===== config.mk =====
export PLATFORM = sky130hd
export DESIGN_NAME = spi_disp_rx
export DESIGN_NICKNAME = d
export VERILOG_FILES = /design/src/rtl/spi_disp_pkg.sv /design/src/rtl/spi_rx_fifo.sv /design/src/rtl/spi_disp_rx.sv
export SDC_FILE = /design/constraint.sdc
export NUM_CORES = 1
export LEC_CHECK = 0
export CAP_MARGIN = 10
export CORE_MARGIN = 4
export CORE_UTILIZATION = 35
export CTS_BUF_LIST = sky130_fd_sc_hd__clkbuf_4 sky130_fd_sc_hd__clkbuf_8
export CTS_CLUSTER_SIZE = 10
export DETAILED_ROUTE_END_ITERATION = 8
export HOLD_SLACK_MARGIN = 0.15
export PLACE_DENSITY_LB_ADDON = 0.2
export SLEW_MARGIN = 20
export SYNTH_ARGS = -nofsm -noshare
export SYNTH_HDL_FRONTEND = slang
export SYNTH_SLANG_ARGS = --single-unit

===== constraint.sdc =====
create_clock -name clk -period 1.69 [get_ports clk]
set_input_delay 0.338 -clock clk [delete_from_list [all_inputs] [get_ports clk]]
set_output_delay 0.338 -clock clk [all_outputs]
set_load 0.01 [all_outputs]

===== src/rtl/spi_disp_pkg.sv =====
// spi_disp_pkg: shared entry width, receiver state encoding and dc encoding for the SPI display receiver
package spi_disp_pkg;
  localparam int ENTRY_W = 9;
  localparam logic DC_CMD = 1'b0;
  localparam logic DC_DATA = 1'b1;
  typedef enum logic {IDLE = 1'b0, SHIFT = 1'b1} state_t;
endpackage


===== src/rtl/spi_rx_fifo.sv =====
// spi_rx_fifo: synchronous FIFO; a push while full succeeds only when a pop happens in the same cycle
module spi_rx_fifo #(
  parameter int DEPTH = 4,
  parameter int W = 9
) (
  input  logic         clk,
  input  logic         reset,
  input  logic         push,
  input  logic         pop,
  input  logic [W-1:0] din,
  output logic [W-1:0] dout,
  output logic         full,
  output logic         empty
);
  localparam int AW = $clog2(DEPTH);
  logic [W-1:0] mem [DEPTH];
  logic [AW-1:0] wr, rd;
  logic [AW:0] cnt;
  logic wr_ok, rd_ok;
  assign full = cnt == (AW + 1)'(DEPTH);
  assign empty = cnt == '0;
  assign rd_ok = pop && !empty;
  assign wr_ok = push && (!full || rd_ok);
  assign dout = mem[rd];
  always_ff @(posedge clk) begin
    if (reset) begin
      mem <= '{default: '0};
      wr <= '0;
      rd <= '0;
      cnt <= '0;
    end else begin
      if (wr_ok) mem[wr] <= din;
      wr <= wr_ok ? wr + 1'b1 : wr;
      rd <= rd_ok ? rd + 1'b1 : rd;
      cnt <= cnt + (AW + 1)'(wr_ok) - (AW + 1)'(rd_ok);
    end
  end
endmodule


===== src/rtl/spi_disp_rx.sv =====
// spi_disp_rx: mode-0 SPI display receiver (byte + dc) with sticky overrun/frame errors.
// Define SPI_RX_FIFO_EN for a FIFO_DEPTH-entry receive FIFO instead of a single holding register.
module spi_disp_rx
  import spi_disp_pkg::*;
#(
  parameter int SYNC_STAGES = 2,
  parameter int FIFO_DEPTH = 4
) (
  input  logic       clk,
  input  logic       reset,
  input  logic       cs,
  input  logic       scl,
  input  logic       sda,
  input  logic       dc,
  output logic [7:0] rx_data,
  output logic       rx_dc,
  output logic       rx_valid,
  input  logic       rx_ready,
  output logic       overrun,
  output logic       frame_err,
  input  logic       err_clr
);
  if (SYNC_STAGES < 2 || SYNC_STAGES > 3 || FIFO_DEPTH < 2 || FIFO_DEPTH > 16) begin : g_bad_param
    $error("spi_disp_rx: illegal SYNC_STAGES or FIFO_DEPTH");
  end
  logic [SYNC_STAGES-1:0] cs_q, scl_q, sda_q, dc_q;
  logic cs_s, scl_s, sda_s, dc_s, scl_prev, scl_rise;
  logic [1:0] flush;
  logic flushed, armed, push, fe_evt, ovr_evt, pop;
  logic [2:0] cnt;
  logic [6:0] shreg;
  logic [ENTRY_W-1:0] entry;
  state_t state;
  assign cs_s = cs_q[SYNC_STAGES-1];
  assign scl_s = scl_q[SYNC_STAGES-1];
  assign sda_s = sda_q[SYNC_STAGES-1];
  assign dc_s = dc_q[SYNC_STAGES-1];
  assign scl_rise = scl_s && !scl_prev;
  assign flushed = flush == 2'(SYNC_STAGES);
  assign pop = rx_valid && rx_ready;
  always_ff @(posedge clk) begin
    if (reset) begin
      cs_q <= '1;
      scl_q <= '0;
      sda_q <= '0;
      dc_q <= '0;
      scl_prev <= 1'b0;
    end else begin
      cs_q <= {cs_q[SYNC_STAGES-2:0], cs};
      scl_q <= {scl_q[SYNC_STAGES-2:0], scl};
      sda_q <= {sda_q[SYNC_STAGES-2:0], sda};
      dc_q <= {dc_q[SYNC_STAGES-2:0], dc};
      scl_prev <= scl_s;
    end
  end
  // armed only after the synchronizer has flushed its reset levels and shows a real cs high
  always_ff @(posedge clk) begin
    if (reset) begin
      state <= IDLE;
      cnt <= '0;
      shreg <= '0;
      push <= 1'b0;
      entry <= '0;
      fe_evt <= 1'b0;
      flush <= '0;
      armed <= 1'b0;
    end else begin
      push <= 1'b0;
      fe_evt <= 1'b0;
      flush <= flushed ? flush : flush + 1'b1;
      if (flushed && cs_s) armed <= 1'b1;
      if (state == IDLE) begin
        if (armed && !cs_s) state <= SHIFT;
      end else if (cs_s) begin
        state <= IDLE;
        cnt <= '0;
        fe_evt <= cnt != '0;
      end else if (scl_rise) begin
        shreg <= {shreg[5:0], sda_s};
        cnt <= cnt + 1'b1;
        if (cnt == 3'd7) begin
          push <= 1'b1;
          entry <= {dc_s, shreg, sda_s};
        end
      end
    end
  end
  always_ff @(posedge clk) begin
    if (reset) begin
      overrun <= 1'b0;
      frame_err <= 1'b0;
    end else begin
      overrun <= (overrun && !err_clr) || ovr_evt;
      frame_err <= (frame_err && !err_clr) || fe_evt;
    end
  end
`ifdef SPI_RX_FIFO_EN
  logic full, empty;
  spi_rx_fifo #(.DEPTH(FIFO_DEPTH), .W(ENTRY_W)) u_fifo (
    .clk(clk),
    .reset(reset),
    .push(push),
    .pop(pop),
    .din(entry),
    .dout({rx_dc, rx_data}),
    .full(full),
    .empty(empty)
  );
  assign rx_valid = !empty;
  assign ovr_evt = push && full && !pop;
`else
  assign ovr_evt = push && rx_valid && !pop;
  always_ff @(posedge clk) begin
    if (reset) begin
      {rx_dc, rx_data} <= '0;
      rx_valid <= 1'b0;
    end else if (push && (!rx_valid || pop)) begin
      {rx_dc, rx_data} <= entry;
      rx_valid <= 1'b1;
    end else if (pop) begin
      rx_valid <= 1'b0;
    end
  end
`endif
endmodule


# Word level (Yosys, flattened, before mapping)
# Cells that the tools add are included.
# word_totals
regBits	46
inputBits	8
output_inout_bits	12
wordCells	58
# op_classes
add_sub_neg	2
n_eq_ne	2
muxes	8
bitwise	3
reduce_logical	25
# ops
cell	count
1-bit logical AND	9
1-bit 2-to-1 mux	6
3-bit 2-to-1 mux	2
1-bit logical NOT	5
4-bit AND reduction	1
2-bit nonzero test	2
4-bit OR reduction	1
3-bit by 1-bit adder with 3-bit output (second input constant)	1
3-bit == test (second input constant)	1
1-bit logical OR	3
1-bit inverter	3
3-bit AND reduction	1
3-bit nonzero test	1
3-bit OR reduction	1
2-bit by 1-bit adder with 2-bit output (second input constant)	1
2-bit == test (second input constant)	1
2-bit AND reduction	1

# Longest topological paths before layout
# Gate-level depths: netlist of the first run.
# depth
ltp_word	4
ltp_mapped	6
mapped_depth_nobuf	5

# Worst setup path after synthesis of the first run
# No wires, ideal clock.
# synth_timing
path_kind	register -> register
from	register cnt[0]
to	register push
setup_ns	0.114
arrival_ns	1.252
required_ns	1.576
path_slack_ns	0.323
path_stages_with_launch	7
n_path_buf	2
synth_period_minus_slack_ns	1.367
cell_sequence	dfxtp_1 > ha_1 > ha_1 > buf_2 > and2_1 > buf_4 > and2b_1
# synth_via
elab_chain_len	2
# synth_lines
element	line_no	text
from (decl)	spi_disp_rx.sv:30	logic [2:0] cnt;
from (signal assigned)	spi_disp_rx.sv:80	cnt <= cnt + 1'b1;
3-bit == test	spi_disp_rx.sv:81	if (cnt == 3'd7) begin
1-bit 2-to-1 mux	spi_disp_rx.sv:81	
to (signal assigned)	spi_disp_rx.sv:62	push <= 1'b0;
to (signal assigned)	spi_disp_rx.sv:68	push <= 1'b0;
to (signal assigned)	spi_disp_rx.sv:82	push <= 1'b1;
to (decl)	spi_disp_rx.sv:29	logic flushed, armed, push, fe_evt, ovr_evt, pop;
# No other way between the ends.
# A chain may end at the register's enable or synchronous reset.

# Worst setup path in the final report of the first run
# layout_timing
from	register rx_valid
to	output rx_valid
# layout_lines
element	line_no	text
from (decl)	spi_disp_rx.sv:17	output logic rx_valid,
from (signal assigned)	spi_disp_rx.sv:116	rx_valid <= 1'b0;
from (signal assigned)	spi_disp_rx.sv:119	rx_valid <= 1'b1;
from (signal assigned)	spi_disp_rx.sv:121	rx_valid <= 1'b0;
# No word-level cell between the ends.

==> key figures, run 1 <==
Worst setup path
  – WP depth: 1
  – End of the critical path: rx_valid
  – R2R setup slack: between 0.3 and 0.4 ns
  – Worst R2R Start: cs_q[1]$_SDFF_PP1_
  – R2r worst-path depth: 3
  – CP endpoint kind: primary output
  – Critical R2R Capture: entry[0]$_SDFFE_PP0P_
  – Max incr delay on CP: between 0.5 and 0.6 ns
  – Crit path DAT: 1.21 ns
  – Crit Path Class: reg -> out
  – Crit path max fanout: 3
  – CP Buf/Inv Count: 1
  – Delay-heaviest family, CP: buffers and inverters
  – Crit path cell chain: clkdlybuf4s50_1
  – Worst Path Required: 1.35 ns
  – Critical path startpoint: rx_valid$_SDFFE_PP0P_
  – Crit-path slowest cell: clkdlybuf4s50_1
  – Startpoint types: flop

Synthesis
  – Largest family of logic cells by synthesized area: simple AND/OR/NAND/NOR gates
  – Post-synth cell types: 28
  – Most used DFF post-synth: dfxtp_1
  – Avg Inst Size Synth: 9.853 um^2
  – Compound-Gate Fraction of Synth Area: approximately 11%
  – Ranking of synthesized cells by area: dfxtp_1, nand4b_1, mux2i_1, nand2b_1, a21oi_1
  – Yosys top cell area share: 53.10%
  – Ys async rst share: 0%
  – Synth Cell Area: 1734 um^2
  – Post-synthesis adder-cell area fraction: 2.886%
  – Warnings, synthesis: 0
  – Post-Synth Simple-Gate Area: 22.08%
  – Flops & latches, synth: 46
  – Synth Instances: 176
  – Post-synthesis mux area share: between 4 and 5%
  – Net Count, Synth: between 150 and 200
  – Area leader, netlist: dfxtp_1
  – XOR/XNOR share of the synthesized area: less than 1%
  – Number of synthesized flops with an enable pin: 0
  – Seq/Total Area, Yosys: 53.10%

Clock network
  – H-tree lvl count: 2
  – Post-CTS sizing: 0
  – CTS tree: built
  – CTS hold repair buffers: 0
  – Clock Latency Late Sink: 0.29 ns
  – CTS Root Cell: clkbuf_8
  – Num CTS Buffers: 5
  – Worst-case clock buffer depth: 2
  – Clock net sink count: 46
  – Setup bufs post-CTS: 0
  – Clock transition at path regs: 0.08 ns

Routing
  – # DRC: 0
  – 1st-iter DRT viols: 69
  – Vias post-DR: 1241
  – Via/cell ratio: 4.773
  – DR pass1 iterations: 4
  – ANT nets after route: 0
  – Routed wire length per instance: 11.30 um
  – Overall routed net length: between 2 and 3 mm

Pwr
  – Int Power: between 1.5 and 2 mW
  – Peak VDD IR: approximately 0.00043 V
  – Static Leak: a little over 0.7 nW
  – Sequential power share: 54.6%
  – Clock power share: approximately 39%
  – PD cells: roughly 1000 nW/um^2
  – Logic pwr share: 7.0%
  – Switching power: 0.4242 mW
  – Net Sw Frac: 20.23%

Timing
  – Clock Skew: around 0.0067 ns
  – Relative slew slack: 62.87%
  – Slew @ Worst Pin: between 0.5 and 0.6 ns
  – Final Hold Vio Count: 0
  – Final period util: 91.57%
  – Setup Total Neg Slack: 0 ns
  – Final min period: 1.548 ns
  – WHS: 0.4159 ns
  – Slew Limit Fails: 0
  – Final setup vio count: 0
  – Peak Freq: approximately 650 MHz
  – Worst Setup Slack, final: 0.1424 ns
  – RSZ-0062 raised after global routing: no

Final layout
  – # nets final: between 200 and 250
  – Antenna fix cells: 0
  – Share of cells above drive strength 1: 7.772%
  – Fillers: 508
  – Area Overhead vs Synth: 19.70%
  – Post-route cell area: 2076 um^2

Run status
  – Run status: finished, final reports clean

Floorplanning
  – Initial Util: 36.47%
  – Die Y: 78.39 um
  – Io pins: 20
  – Die ar.: a little over 6000 um^2
  – Core area: 4755 um^2
  – Chip width: 78.39 um
  – Row count: 25

Place
  – Post-DP HPWL: 2.094 mm
  – PortBufs: 19
  – DP Worst Slack: 0.09631 ns
  – Placed cell area: ~2000 um^2
  – Gpl congestion: 0.7415

Global route
  – Largest net degree at the start of global routing: 58
  – First-pass GRT wire length: 4.961 mm
  – Total GRT Usage: between 10 and 15%
  – GRT overflow: 0
  – Initial antenna violation count: 0
  – Vias in the first global route: approximately 1.1k

Worst hold path
  – Hold depth: 1
  – Worst hold path type: reg -> reg

Flow run
  – Max-Cap Viols: 0
placed cells by master, fill, tap and decap left out:
master,n
mux2i_1,7
xor2_1,1
o31ai_1,1
bufinv_16,1
and4bb_4,1
nand2_1,1
dfxtp_1,46
nand4b_1,9
nand3b_1,2
or2_2,2
buf_12,1
nor2b_1,10
a21oi_1,13
o21ai_1,9
nor3_1,2
a211oi_2,1
nand3_1,9
inv_1,5
a22oi_1,1
nand2b_1,11
o21ai_0,10
nor2_1,15
clkbuf_8,6
and2b_1,1
and2_1,1
clkdlybuf4s50_1,19
o21a_1,1
ha_1,4
buf_4,3
per-stage QoR:
stage	utilization (%)	instances	power, mW
floorplan	-	176	1.277
global route	43.66	260	2.194
CTS	43.66	260	2.124
detailed placement	41.29	253	1.320
finish	43.66	260	2.096
global placement	41.29	253	1.308
worst min path at each step:
stage	end	startpoint
after detailed placement	cs_q[1]$_SDFF_PP1_	cs_q[0]$_SDFF_PP1_
after global placement	cs_q[1]$_SDFF_PP1_	cs_q[0]$_SDFF_PP1_
after floorplan	cs_q[1]$_SDFF_PP1_	cs_q[0]$_SDFF_PP1_
final	cs_q[1]$_SDFF_PP1_	cs_q[0]$_SDFF_PP1_
after CTS	cs_q[1]$_SDFF_PP1_	cs_q[0]$_SDFF_PP1_
after global routing	cs_q[1]$_SDFF_PP1_	cs_q[0]$_SDFF_PP1_
power groups by stage:
stage          Clock (mW)  Sequential, mW  Combinational, mW
2_1_floorplan           0            1.17              0.112
3_3_place_gp            0            1.17              0.140
3_5_place_dp            0            1.17              0.149
4_1_cts             0.829            1.15              0.150
5_1_grt             0.876            1.15              0.164
6_report            0.806            1.14              0.146
state kept, by name, summed over array words and instances (netlist names), 2 cells and up:
signal and count:
shreg 7, scl_q 2, cnt 3, dc_q 2, cs_q 2, entry 9, flush 2, rx_data 8
sda_q 2
metal layers:
layer	up-vias	wire length (um)	track usage [%]
met3	7	93	3.096
met1	587	1282	10.97
li1	631	-	-
met4	0	59	5.245
met2	16	1503	17.89
met5	-	0	0
cell type report:
type	instances	area (um^2)	share of cell area [%]
Tap cell	67	83.83	4.039
Sequential cell	46	920.9	44.36
Clock inverter	1	30.03	1.447
Clock buffer	6	82.58	3.978
Timing Repair Buffer	23	232.7	11.21
Inverter	5	18.77	0.9042
Multi-Input combinational cell	112	706.9	34.06
cell families after synthesis:
family          Yosys count
simple gates             64
flops                    46
compound gates           36
buf+inv                  18
mux                       7
fa+ha+maj                 4
xor+xnor                  1
cell usage after synthesis, types with 4 or more instances:
cell	number
dfxtp_1	46
nand2b_1	11
nand4b_1	9
nand3_1	9
mux2i_1	7
clkbuf_1	8
nor2b_1	10
a21oi_1	13
inv_1	5
o21ai_1	9
nor2_1	15
o21ai_0	10
ha_1	4
(Power assumes the default switching activity.)
==> run 2: changes to the inputs <==
--- a/config.mk
+++ b/config.mk
@@ -6,7 +6,8 @@
 export NUM_CORES = 1
 export LEC_CHECK = 0
 export CAP_MARGIN = 10
-export CORE_MARGIN = 4
+export CELL_PAD_IN_SITES_DETAIL_PLACEMENT = 1
+export CELL_PAD_IN_SITES_GLOBAL_PLACEMENT = 2
 export CORE_UTILIZATION = 35
 export CTS_BUF_LIST = sky130_fd_sc_hd__clkbuf_4 sky130_fd_sc_hd__clkbuf_8
 export CTS_CLUSTER_SIZE = 10
==> run 2 against run 1 <==
  * Count of clock-buffer cells in the layout rose by 2
  * Setup slack better by 0.014 ns
  * Register-to-register slack improved by 0.04 ns
  * Clock skew shrank 0.0011 ns
  * Total power is 1.7% lower
  * Sequential share of layout area shrank 0.11 points
  * Clock power down 5.8%
  * Non-clock buffer count grew 1
  * Hold slack improved by 0.0062 ns
  * Critical path type unchanged
  * Critical endpoint unchanged
  * Largest cell class unchanged
  * Largest power group unchanged
==> key figures, run 2 (synthesis results as in run 1) <==
Run status
  – Run status: finished, final reports clean

Final layout
  – Commonest non-fill, non-tap cell in the layout: dfxtp_1
  – Share of cells above drive strength 1: 8.718%
  – Antenna fix cells: 0
  – Commonest non-fill, non-tap cells in the layout: dfxtp_1, clkdlybuf4s50_1, nor2_1, a21oi_1, nand2b_1
  – Fillers: 564
  – Flip-flop count of the largest register, all copies and words added: 9
  – # nets final: around 210
  – Fin util: 43.76%
  – Footprint of the multi-input gates: 706.9 um^2
  – Register Area: 920.9 um^2
  – Area Overhead vs Synth: 19.99%
  – Top reg by flops: entry
  – Post-route cell area: 2081 um^2

Routing
  – 1st-iter DRT viols: 73
  – Vias post-DR: between 1k and 1.5k
  – DR pass1 iterations: 4
  – Via/cell ratio: 4.733
  – ANT nets after route: 0
  – Overall routed net length: between 3 and 4 mm
  – Routed wire length per instance: 12.65 um
  – # DRC: 0

Worst setup path
  – Startpoint types: flop
  – WP depth: 1
  – Crit-path slowest cell: clkdlybuf4s50_1
  – R2r worst-path depth: 4
  – Worst Path Required: 1.35 ns
  – CP Buf/Inv Count: 1
  – Crit path DAT: approximately 1.2 ns
  – Delay-heaviest family, CP: buffers and inverters
  – Crit path max fanout: 3
  – Max incr delay on CP: between 0.5 and 0.6 ns
  – Crit Path Class: reg -> out
  – CP endpoint kind: primary output
  – Crit path cell chain: clkdlybuf4s50_1

Floorplanning
  – Core area: 4755 um^2
  – Row count: 25
  – Initial Util: 36.47%
  – Die Y: 72.39 um
  – Io pins: 20
  – Chip width: 72.39 um
  – Die ar.: roughly 5200 um^2

Place
  – Post-DP HPWL: 2.397 mm
  – DP Worst Slack: 0.07011 ns
  – Gpl congestion: 0.6930
  – PortBufs: 19
  – Placed cell area: 1971 um^2

Pwr
  – PD cells: 990.1 nW/um^2
  – Net Sw Frac: a little over a fifth
  – Clock power share: approximately 37%
  – Int Power: 1.614 mW
  – Peak VDD IR: about 0.00044 V
  – Switching power: 0.4458 mW
  – Sequential power share: a little under three fifths
  – Logic pwr share: 7.5%
  – Static Leak: 0.7288 nW

Timing
  – Final min period: 1.533 ns
  – Final setup vio count: 0
  – RSZ-0062 raised after global routing: no
  – Final period util: approximately nine tenths
  – Slew @ Worst Pin: 0.5298 ns
  – Worst Setup Slack, final: 0.1567 ns
  – Final Hold Vio Count: 0
  – Setup Total Neg Slack: 0 ns
  – Slew Limit Fails: 0
  – Peak Freq: 652.2 MHz
  – Clock Skew: 0.005583 ns
  – Relative slew slack: between 60% and 70%

Global route
  – Total GRT Usage: about 14%
  – Vias in the first global route: 1267
  – GRT overflow: 0
  – First-pass GRT wire length: 5.796 mm
  – Largest net degree at the start of global routing: 42
  – Initial antenna violation count: 0

Clock network
  – Clock net sink count: 46
  – H-tree lvl count: 2
  – Num CTS Buffers: 5
  – Worst-case clock buffer depth: 2
  – Setup bufs post-CTS: 0
  – CTS hold repair buffers: 0
  – CTS Root Cell: clkbuf_8
  – Clock Latency Late Sink: 0.29 ns
  – CTS tree: built
  – Post-CTS sizing: 0
  – Clock transition at path regs: 0.08 ns

Flow run
  – Max-Cap Viols: 0

Worst hold path
  – Worst hold path type: reg -> reg
  – Hold depth: 1
==> run 2: cell type report <==
| class | count | area share [%] |
|---|---|---|
| inverters | 5 | 0.9020 |
| well taps | 67 | 4.029 |
| multi-input cells | 112 | 33.97 |
| repair buffers | 24 | 11.55 |
| clock buffers | 8 | 5.292 |
| flip-flops and latches | 46 | 44.26 |
==> run 2: per-stage QoR <==
step           power [mW]  instances  hold slack (ns)
6_report            2.060        262           0.4221
5_1_grt             2.164        262           0.4413
4_1_cts             2.090        262           0.4264
3_5_place_dp        1.329        254           0.4034
3_3_place_gp        1.311        254           0.3948
2_1_floorplan       1.277        176           0.3895
==> run 2: metal layers <==
metal | global-route usage [%] | share of wire (%) | up-vias
met5 | 0 | 0 | -
li1 | - | - | 628
met3 | 4.167 | 2.7 | 4
met2 | 23.05 | 48 | 10
met1 | 17.91 | 48 | 598
met4 | 5.882 | 1.1 | 0
==> run 2: path summary, 6_finish.rpt <==
check	end	slack, ns	from
worst max-delay path	rx_valid	0.16	rx_valid$_SDFFE_PP0P_
worst min-delay path	cs_q[1]$_SDFF_PP1_	0.42	cs_q[0]$_SDFF_PP1_
worst max register to register	entry[0]$_SDFFE_PP0P_	0.36	cnt[0]$_SDFFE_PP0P_
worst min register to register	cs_q[1]$_SDFF_PP1_	0.42	cs_q[0]$_SDFF_PP1_
==> run 2: power by group through the flow <==
| stage | combinational, mW | clock, mW | sequential (mW) |
|---|---|---|---|
| 2_1_floorplan | 0.112 | 0 | 1.17 |
| 3_3_place_gp | 0.143 | 0 | 1.17 |
| 3_5_place_dp | 0.156 | 0 | 1.17 |
| 4_1_cts | 0.158 | 0.785 | 1.15 |
| 5_1_grt | 0.182 | 0.831 | 1.15 |
| 6_report | 0.155 | 0.759 | 1.15 |
